[src/rtl/wav_header_parser.sv]
// wav_header_parser
//   Streaming RIFF/WAVE header parser. Every byte of the file is consumed and
//   the RIFF/WAVE container is validated. The `fmt ` fields are extracted and
//   unknown chunks are skipped. Only the `data` chunk payload is forwarded,
//   one cycle after it arrives. There is no backpressure.
// Ports
//   clk, rst          clock, asynchronous active-high reset
//   in_en, in_byte    input byte strobe and byte
//   out_en, out_byte  payload byte strobe and byte (1-cycle latency)
//   hdr_valid         sticky: format valid and data chunk started
//   hdr_error         sticky: malformed container, parsing stopped
//   data_done         sticky: all data_size payload bytes forwarded
//   num_channels, sample_rate, bits_per_sample, data_size  header fields
module wav_header_parser #(
    parameter bit REQUIRE_PCM = 1'b1
) (
    input  logic        clk,
    input  logic        rst,
    input  logic        in_en,
    input  logic [7:0]  in_byte,
    output logic        out_en,
    output logic [7:0]  out_byte,
    output logic        hdr_valid,
    output logic        hdr_error,
    output logic        data_done,
    output logic [15:0] num_channels,
    output logic [31:0] sample_rate,
    output logic [15:0] bits_per_sample,
    output logic [31:0] data_size
);
    // Four-character codes as assembled little-endian in the shift register
    localparam logic [31:0] ID_RIFF = 32'h4646_4952;
    localparam logic [31:0] ID_WAVE = 32'h4556_4157;
    localparam logic [31:0] ID_FMT  = 32'h2074_6D66;
    localparam logic [31:0] ID_DATA = 32'h6174_6164;

    typedef enum logic [3:0] {
        S_RIFF_ID, S_RIFF_SIZE, S_WAVE_ID, S_CHUNK_ID, S_CHUNK_SIZE,
        S_FMT_BODY, S_SKIP_BODY, S_DATA, S_DONE, S_ERROR
    } state_t;

    state_t      r_state, w_state_next;
    logic [31:0] r_sr, r_byte_cnt, r_chunk_id, r_chunk_len;
    logic [15:0] r_audio_format;
    logic        r_fmt_seen;
    logic        r_out_en, r_hdr_valid, r_hdr_error, r_data_done;
    logic [7:0]  r_out_byte;
    logic [15:0] r_num_channels, r_bits_per_sample;
    logic [31:0] r_sample_rate, r_data_size;

    logic [31:0] w_sr_next;
    logic        w_word_done, w_fmt_end, w_skip_end, w_data_end, w_fmt_ok;
    logic [15:0] w_bits;

    assign w_sr_next   = {in_byte, r_sr[31:8]};
    assign w_word_done = (r_byte_cnt == 32'd3);
    assign w_fmt_end   = ((r_byte_cnt + 32'd1) == r_chunk_len);
    assign w_data_end  = ((r_byte_cnt + 32'd1) == r_data_size);
    // Odd-length chunks carry one pad byte; 33 bits keeps 0xFFFFFFFF+pad exact
    assign w_skip_end  = (({1'b0, r_byte_cnt} + 33'd1) ==
                          ({1'b0, r_chunk_len} + {32'd0, r_chunk_len[0]}));
    // bits_per_sample may complete on the very byte that ends the fmt body
    assign w_bits      = (r_byte_cnt == 32'd15) ? w_sr_next[31:16] : r_bits_per_sample;
    assign w_fmt_ok    = (!REQUIRE_PCM || (r_audio_format == 16'd1)) &&
                         ((w_bits == 16'd8) || (w_bits == 16'd16) ||
                          (w_bits == 16'd24) || (w_bits == 16'd32)) &&
                         (r_num_channels != 16'd0);

    always_comb begin
        w_state_next = r_state;
        if (in_en) begin
            case (r_state)
                S_RIFF_ID:   if (w_word_done) w_state_next = (w_sr_next == ID_RIFF) ? S_RIFF_SIZE : S_ERROR;
                S_RIFF_SIZE: if (w_word_done) w_state_next = S_WAVE_ID;
                S_WAVE_ID:   if (w_word_done) w_state_next = (w_sr_next == ID_WAVE) ? S_CHUNK_ID : S_ERROR;
                S_CHUNK_ID:  if (w_word_done) w_state_next = S_CHUNK_SIZE;
                S_CHUNK_SIZE: begin
                    if (w_word_done) begin
                        if (r_chunk_id == ID_FMT)
                            w_state_next = (w_sr_next < 32'd16) ? S_ERROR : S_FMT_BODY;
                        else if (r_chunk_id == ID_DATA)
                            w_state_next = !r_fmt_seen ? S_ERROR :
                                           (w_sr_next == 32'd0) ? S_DONE : S_DATA;
                        else
                            w_state_next = (w_sr_next == 32'd0) ? S_CHUNK_ID : S_SKIP_BODY;
                    end
                end
                S_FMT_BODY:  if (w_fmt_end) w_state_next = w_fmt_ok ? S_CHUNK_ID : S_ERROR;
                S_SKIP_BODY: if (w_skip_end) w_state_next = S_CHUNK_ID;
                S_DATA:      if (w_data_end) w_state_next = S_DONE;
                default:     w_state_next = r_state;
            endcase
        end
    end

    always_ff @(posedge clk or posedge rst) begin
        if (rst) begin
            r_state           <= S_RIFF_ID;
            r_sr              <= '0;
            r_byte_cnt        <= '0;
            r_chunk_id        <= '0;
            r_chunk_len       <= '0;
            r_audio_format    <= '0;
            r_fmt_seen        <= 1'b0;
            r_out_en          <= 1'b0;
            r_out_byte        <= '0;
            r_hdr_valid       <= 1'b0;
            r_hdr_error       <= 1'b0;
            r_data_done       <= 1'b0;
            r_num_channels    <= '0;
            r_sample_rate     <= '0;
            r_bits_per_sample <= '0;
            r_data_size       <= '0;
        end else begin
            r_state     <= w_state_next;
            r_out_en    <= 1'b0;
            r_hdr_error <= (w_state_next == S_ERROR);
            if (in_en) begin
                r_sr       <= w_sr_next;
                r_byte_cnt <= (w_state_next != r_state) ? 32'd0 : r_byte_cnt + 32'd1;
                case (r_state)
                    S_CHUNK_ID: if (w_word_done) r_chunk_id <= w_sr_next;
                    S_CHUNK_SIZE: begin
                        if (w_word_done) begin
                            r_chunk_len <= w_sr_next;
                            if ((r_chunk_id == ID_DATA) && r_fmt_seen) begin
                                r_data_size <= w_sr_next;
                                r_hdr_valid <= 1'b1;
                                if (w_sr_next == 32'd0) r_data_done <= 1'b1;
                            end
                        end
                    end
                    S_FMT_BODY: begin
                        case (r_byte_cnt)
                            32'd1:   r_audio_format    <= w_sr_next[31:16];
                            32'd3:   r_num_channels    <= w_sr_next[31:16];
                            32'd7:   r_sample_rate     <= w_sr_next;
                            32'd15:  r_bits_per_sample <= w_sr_next[31:16];
                            default: ;
                        endcase
                        if (w_fmt_end && w_fmt_ok) r_fmt_seen <= 1'b1;
                    end
                    S_DATA: begin
                        r_out_en   <= 1'b1;
                        r_out_byte <= in_byte;
                        if (w_data_end) r_data_done <= 1'b1;
                    end
                    default: ;
                endcase
            end
        end
    end

    assign out_en          = r_out_en;
    assign out_byte        = r_out_byte;
    assign hdr_valid       = r_hdr_valid;
    assign hdr_error       = r_hdr_error;
    assign data_done       = r_data_done;
    assign num_channels    = r_num_channels;
    assign sample_rate     = r_sample_rate;
    assign bits_per_sample = r_bits_per_sample;
    assign data_size       = r_data_size;
endmodule

[config.mk]
export PLATFORM = sky130hd
export DESIGN_NAME = wav_header_parser
export DESIGN_NICKNAME = d
export VERILOG_FILES = /design/src/rtl/wav_header_parser.sv
export SDC_FILE = /design/constraint.sdc
export NUM_CORES = 1
export LEC_CHECK = 0
export ABC_AREA = 0
export CORE_MARGIN = 4
export CORE_UTILIZATION = 40
export DETAILED_ROUTE_END_ITERATION = 6
export HOLD_SLACK_MARGIN = 0.05
export SKIP_CTS_REPAIR_TIMING = 1
export SYNTH_ARGS = -nofsm -noshare
export SYNTH_HDL_FRONTEND = slang
export SYNTH_SLANG_ARGS = --single-unit
[constraint.sdc]
create_clock -name clk -period 15.1 [get_ports clk]
set_clock_uncertainty 0.2 [all_clocks]
set_input_delay 2.265 -clock clk [delete_from_list [all_inputs] [get_ports clk]]
set_output_delay 2.265 -clock clk [all_outputs]
set_load 0.01 [all_outputs]
==> run_results.csv, run 1 <==
group,metric,value,unit
status,run_status,"finished with violations",
status,violations,"design-rule violations",
worst_hold_path,hold_class,"reg -> reg",
global_route,track_usage,25.6,%
power_and_ir_drop,pwr_density_cell,117,nW/µm²
floorplan,die-area,38500,µm²
yosys,synthArstFlopShare,100,%
cells_and_area,final_core_util,48.1,%
critical_path,critPathMaxStageDelay,0.90,ns
critical_path,cp.depth,13,
yosys,synth_edf_count,0,
yosys,syn-cell-area,14200,µm²
cells_and_area,antennaDiodeCount,0,
yosys,synthCells,1338,
clock_tree,cts_sinks,249,
place,hpwl,36800,µm
critical_path,reg2reg_depth,13,
critical_path,cp_slowest_cell,"nor4_1",
clock_tree,root_buffer,"clkbuf_16",
detailed_routing,first_pass_iters,7,
sta,worstMarginPinSlew,1.12,ns
clock_tree,htree_num_levels,1,
yosys,synth_ff_type,"dfrtp_1",
clock_tree,cts_buffers,29,
sta,period_share,44.1,%
sta,period_minus_slack,6.66,ns
power_and_ir_drop,total_power,1.95,mW
global_route,grt_max_degree,121,
critical_path,cp-end-kind,"register",
detailed_routing,drcViolationCount,10,
power_and_ir_drop,power.static_leakage,7.23,nW
detailed_routing,postRouteWirelength,50100,µm
yosys,syn_nets,1352,
place,dp.cells,1832,
floorplan,ioPinCount,119,
sta,rsz0062_at_grt,"false",
yosys,yosysWarnings,0,
cells_and_area,fin_nets,1422,
cells_and_area,final_cell_mix,"249 x dfrtp_1, 209 x mux2_2, 117 x clkdlybuf4s50_1, 75 x nand2_1, 66 x nor2_1",
detailed_routing,vias_per_cell,6.14,
cells_and_area,fill_cells,3215,
critical_path,path_class,"in -> reg",
critical_path,path_max_fanout,23,
place,place_area,15700,µm²
yosys,ys_types,75,
detailed_routing,drt_iter0_drc,996,
run,maxCapViolations,0,
detailed_routing,num_vias,11600,
floorplan,rows,68,
floorplan,initial_utilization,40.8,%
sta,drv_slew,0,
power_and_ir_drop,ir_drop,80.7,µV
floorplan,fp.dieH,196,µm
global_route,globalRoute.totalOverflow,0,
cells_and_area,fin_area,16700,µm²
critical_path,path_cells,"clkdlybuf4s50_1 -> nor4_1 -> nand4b_1 -> o41ai_1 -> a2111oi_0 -> a221oi_1 -> nand3b_1 -> o21ai_0 -> o22ai_1 -> nand3_1 -> buf_4 -> or2_1 -> o221ai_1",
clock_tree,clockBufferDepth,3,
yosys,ys_ff_latch,249,
clock_tree,cts_tree,"built",
floorplan,die_w,196,µm
yosys,syn_area_per_cell,10.6,µm²
global_route,first_global_vias,11600,
worst_hold_path,holdPathStages,1,
sta,fmax,150,MHz
cells_and_area,drive_above_1_share,20.5,%
critical_path,critPathTopFamily,"simple AND/OR/NAND/NOR gates",
yosys,ys_seq_area_share,44.0,%
cells_and_area,final_common_cell,"dfrtp_1",
floorplan,core-area,34700,µm²
detailed_routing,ant_nets,0,
critical_path,cp.required,15.31,ns
place,gp_congestion,0.953,
clock_tree,clk_pin_slew,0.06,ns
sta,hold_violations,0,
global_route,grt_pass1_wl,75700,µm
detailed_routing,wl_per_cell,26.6,µm
critical_path,worstPathArrival,6.87,ns
sta,setup_tns,0,ns
sta,setup_violations,0,
cells_and_area,syn_to_final_growth,17.8,%
critical_path,cp-start-kind,"primary input",
critical_path,critPathBufInv,2,
global_route,antenna_found_initial,1,
sta,slew_headroom,24.9,%
place,io_buffers,118,
cells_and_area,stdcell_count,1884,
clock_tree,clk_latency,0.58,ns
==> cell usage after synthesis, types with 5 or more instances <==
| cell type | n | area share [%] |
|---|---|---|
| a21oi_1 | 29 | 1.0 |
| xnor3_1 | 14 | 2.2 |
| nor2_1 | 66 | 1.7 |
| a21o_1 | 6 | 0.32 |
| nand2_1 | 75 | 2.0 |
| or3_1 | 19 | 0.84 |
| and2_1 | 10 | 0.44 |
| inv_1 | 26 | 0.69 |
| buf_1 | 13 | 0.34 |
| xor2_1 | 23 | 1.4 |
| nor3_1 | 54 | 1.9 |
| o21ai_0 | 28 | 0.99 |
| a31oi_1 | 6 | 0.26 |
| nand3_1 | 55 | 1.9 |
| nor4b_1 | 6 | 0.37 |
| nand3b_1 | 6 | 0.32 |
| dfrtp_1 | 249 | 44 |
| a211oi_1 | 8 | 0.42 |
| mux2i_1 | 5 | 0.35 |
| nand4_1 | 45 | 2.0 |
| mux2_2 | 209 | 17 |
| o21a_1 | 6 | 0.32 |
| xnor2_1 | 55 | 3.4 |
| or4_1 | 17 | 0.90 |
| clkbuf_1 | 67 | 1.8 |
| buf_2 | 14 | 0.49 |
| a221o_1 | 10 | 0.71 |
| and4_1 | 12 | 0.74 |
| nor4_1 | 47 | 2.1 |
| a2111oi_0 | 5 | 0.31 |
| nand2b_1 | 10 | 0.44 |
| nand4b_1 | 7 | 0.43 |
| o2111a_1 | 6 | 0.48 |
| nor2b_1 | 9 | 0.40 |
| and3_1 | 20 | 0.88 |
| o211ai_1 | 8 | 0.42 |
| o22ai_1 | 8 | 0.35 |
| o221ai_1 | 7 | 0.43 |
==> metal layers <==
metal	global-route usage, %	part of all wire (%)	vias to the layer above
met5	0	0	-
met4	7.84	3.5	0
met3	3.19	5.6	105
met2	41.3	46	442
met1	36.2	44	5862
li1	-	-	5167
==> registers in the layout, indices dropped and copies added (netlist names), 4 cells and up <==
signal / count
sample_rate: 32
r_state: 4
out_byte: 8
bits_per_sample: 16
r_chunk_id: 32
r_sr: 24
data_size: 32
r_chunk_len: 32
r_byte_cnt: 32
r_audio_format: 16
num_channels: 16
==> logic make-up after synthesis <==
kind of cell	after synthesis	synth area share, %
fa+ha+maj	3	0.265
compound gates	171	8.70
xor+xnor	94	7.38
mux	214	17.0
flops	249	44.0
simple gates	484	19.3
buf+inv	123	3.46
==> metrics by stage <==
stage	worst slack (ns)	hold slack [ns]
after global routing	8.02	0.307
after floorplan	5.79	0.270
after CTS	8.52	0.267
after detailed placement	7.93	0.253
final	8.44	0.261
after global placement	8.00	0.254
==> worst paths after layout <==
check	startpoint	end	slack, ns
max	in_byte[3]	r_byte_cnt[27]	8.44
min	hdr_valid	hdr_valid	0.26
max reg2reg	r_byte_cnt[0]	r_byte_cnt[27]	8.57
min reg2reg	hdr_valid	hdr_valid	0.26
max in group asynchronous	rst	data_size[29]	11.24
min in group asynchronous	rst	sample_rate[17]	2.06
==> layout make-up <==
cell class	instances	area, µm²	area share [%]
Clock buffer	34	764	4.58
Multi-Input combinational cell	966	7460	44.7
Inverter	26	105	0.629
Clock inverter	18	259	1.55
Sequential cell	249	6230	37.3
Tap cell	455	569	3.41
Timing Repair Buffer	136	1310	7.85
==> report_power, final <==
group          internal [mW]  total (mW)  switching, mW  leakage [nW]
clock                  0.464       0.758          0.293         0.513
sequential             0.709       0.818          0.110          3.37
combinational          0.163       0.372          0.209          3.34
Power figures use the tool's default switching activity.
==> inputs of run 2 (changes only) <==
clock period = 5.5 ns   (was 15.1 ns; I/O delays follow)
==> run_results.csv, run 2 (synthesis gave the netlist of run 1 again) <==
group,metric,value,unit
cells_and_area,stdcell_count,1936,
detailed_routing,ant_nets,0,
floorplan,initial_utilization,40.8,%
cells_and_area,fin_area,17100,µm²
place,dp.cells,1885,
critical_path,cp-start-kind,"register",
power_and_ir_drop,pwr-share-seq,40.8,%
floorplan,fp.dieH,196,µm
global_route,track_usage,25.2,%
floorplan,die_w,196,µm
status,run_status,"complete, no violations",
detailed_routing,drcViolationCount,0,
place,place_area,16100,µm²
cells_and_area,syn_to_final_growth,20.6,%
power_and_ir_drop,power.static_leakage,7.48,nW
sta,slew_headroom,23.0,%
power_and_ir_drop,switching_power,1.65,mW
global_route,first_global_vias,11800,
power_and_ir_drop,total_power,5.30,mW
global_route,grt_pass1_wl,74800,µm
critical_path,cp-end-kind,"register",
place,gp_congestion,0.988,
place,io_buffers,118,
clock_tree,clockBufferDepth,3,
cells_and_area,fin_nets,1474,
power_and_ir_drop,switching_share,31.2,%
sta,rsz0062_at_grt,"false",
cells_and_area,final_cell_mix,"249 x dfrtp_1, 209 x mux2_2, 117 x clkdlybuf4s50_1, 75 x nand2_1, 68 x buf_4",
run,maxCapViolations,0,
floorplan,rows,68,
critical_path,path_class,"reg -> reg",
worst_hold_path,hold_class,"reg -> reg",
detailed_routing,first_pass_iters,5,
power_and_ir_drop,power.share.combinational,21.7,%
floorplan,ioPinCount,119,
sta,hold_violations,0,
sta,drv_slew,0,
detailed_routing,vias_per_cell,6.16,
cells_and_area,drive_above_1_share,23.2,%
sta,period_minus_slack,5.17,ns
detailed_routing,num_vias,11900,
critical_path,path_max_fanout,13,
floorplan,core-area,34700,µm²
clock_tree,clk_pin_slew,0.06,ns
power_and_ir_drop,ir_drop,290,µV
clock_tree,clk_latency,0.57,ns
global_route,grt_max_degree,111,
power_and_ir_drop,p_int,3.64,mW
sta,setup_violations,0,
floorplan,die-area,38500,µm²
detailed_routing,postRouteWirelength,49400,µm
power_and_ir_drop,p_clk_share,37.5,%
clock_tree,cts_tree,"built",
sta,worstMarginPinSlew,1.15,ns
clock_tree,cts_buffers,28,
sta,period_share,94.0,%
sta,setup_tns,0,ns
detailed_routing,drt_iter0_drc,1009,
detailed_routing,wl_per_cell,25.5,µm
global_route,antenna_found_initial,2,
cells_and_area,final_core_util,49.3,%
global_route,globalRoute.totalOverflow,0,
cells_and_area,final_common_cell,"dfrtp_1",
power_and_ir_drop,pwr_density_cell,310,nW/µm²
sta,fmax,193,MHz
place,hpwl,36800,µm
clock_tree,root_buffer,"clkbuf_16",
critical_path,cp.required,5.75,ns
clock_tree,cts_sinks,249,
critical_path,worstPathArrival,5.42,ns
clock_tree,htree_num_levels,1,
[run 2: final cells by class]
class	instances	area (µm²)
Antenna cell	1	2.50
Clock buffer	36	781
Clock inverter	14	208
Fill cell	3218	17600
Inverter	26	101
Multi-Input combinational cell	966	7460
Sequential cell	249	6230
Tap cell	455	569
Timing Repair Buffer	189	1750
[run 2: power groups by stage]
stage / Clock (mW) / Combinational [mW] / Sequential, mW
finish: 1.99 / 1.15 / 2.16
global route: 2.11 / 1.24 / 2.17
CTS: 2.03 / 1.14 / 2.15
detailed placement: 0 / 1.14 / 2.18
global placement: 0 / 1.13 / 2.18
floorplan: 0 / 0.796 / 2.07
[run 2: per-layer routing]
layer / routed length (µm) / up-vias / global-route usage [%]
met1: 21100 / 6028 / 35.1
li1: - / 5265 / -
met4: 2370 / 0 / 9.85
met2: 22200 / 510 / 39.4
met3: 3630 / 118 / 4.45
met5: 0 / - / 0
[run 2: worst max-delay path, cell delays in order (launching register included)]
cell	delay (ns)
dfrtp_1	0.58
nand4_1	0.42
or4_1	0.74
buf_4	0.26
nor2_1	0.29
o22ai_1	0.12
or4_1	0.53
nor4_1	0.27
and4b_1	0.42
o22ai_1	0.16
nand3_1	0.35
buf_4	0.27
nor3_1	0.07
a221o_1	0.36
[run 2: worst paths after layout]
check	startpoint	end	slack, ns	cells past startpoint
worst max register to register	r_byte_cnt[14]	r_byte_cnt[10]	0.33	13
worst max-delay path	r_byte_cnt[14]	r_byte_cnt[10]	0.33	13
max in group asynchronous	rst	r_byte_cnt[28]	3.57	3
worst min register to register	hdr_valid	hdr_valid	0.28	1
min in group asynchronous	rst	sample_rate[13]	0.50	2
worst min-delay path	hdr_valid	hdr_valid	0.28	1
[run 2: per-stage QoR]
stage | hold WS (ns) | setup slack, ns
finish | 0.280 | 0.329
global placement | 0.263 | 0.449
CTS | 0.283 | 0.462
global route | 0.310 | 0.180
detailed placement | 0.265 | 0.334
floorplan | 0.270 | 1.20
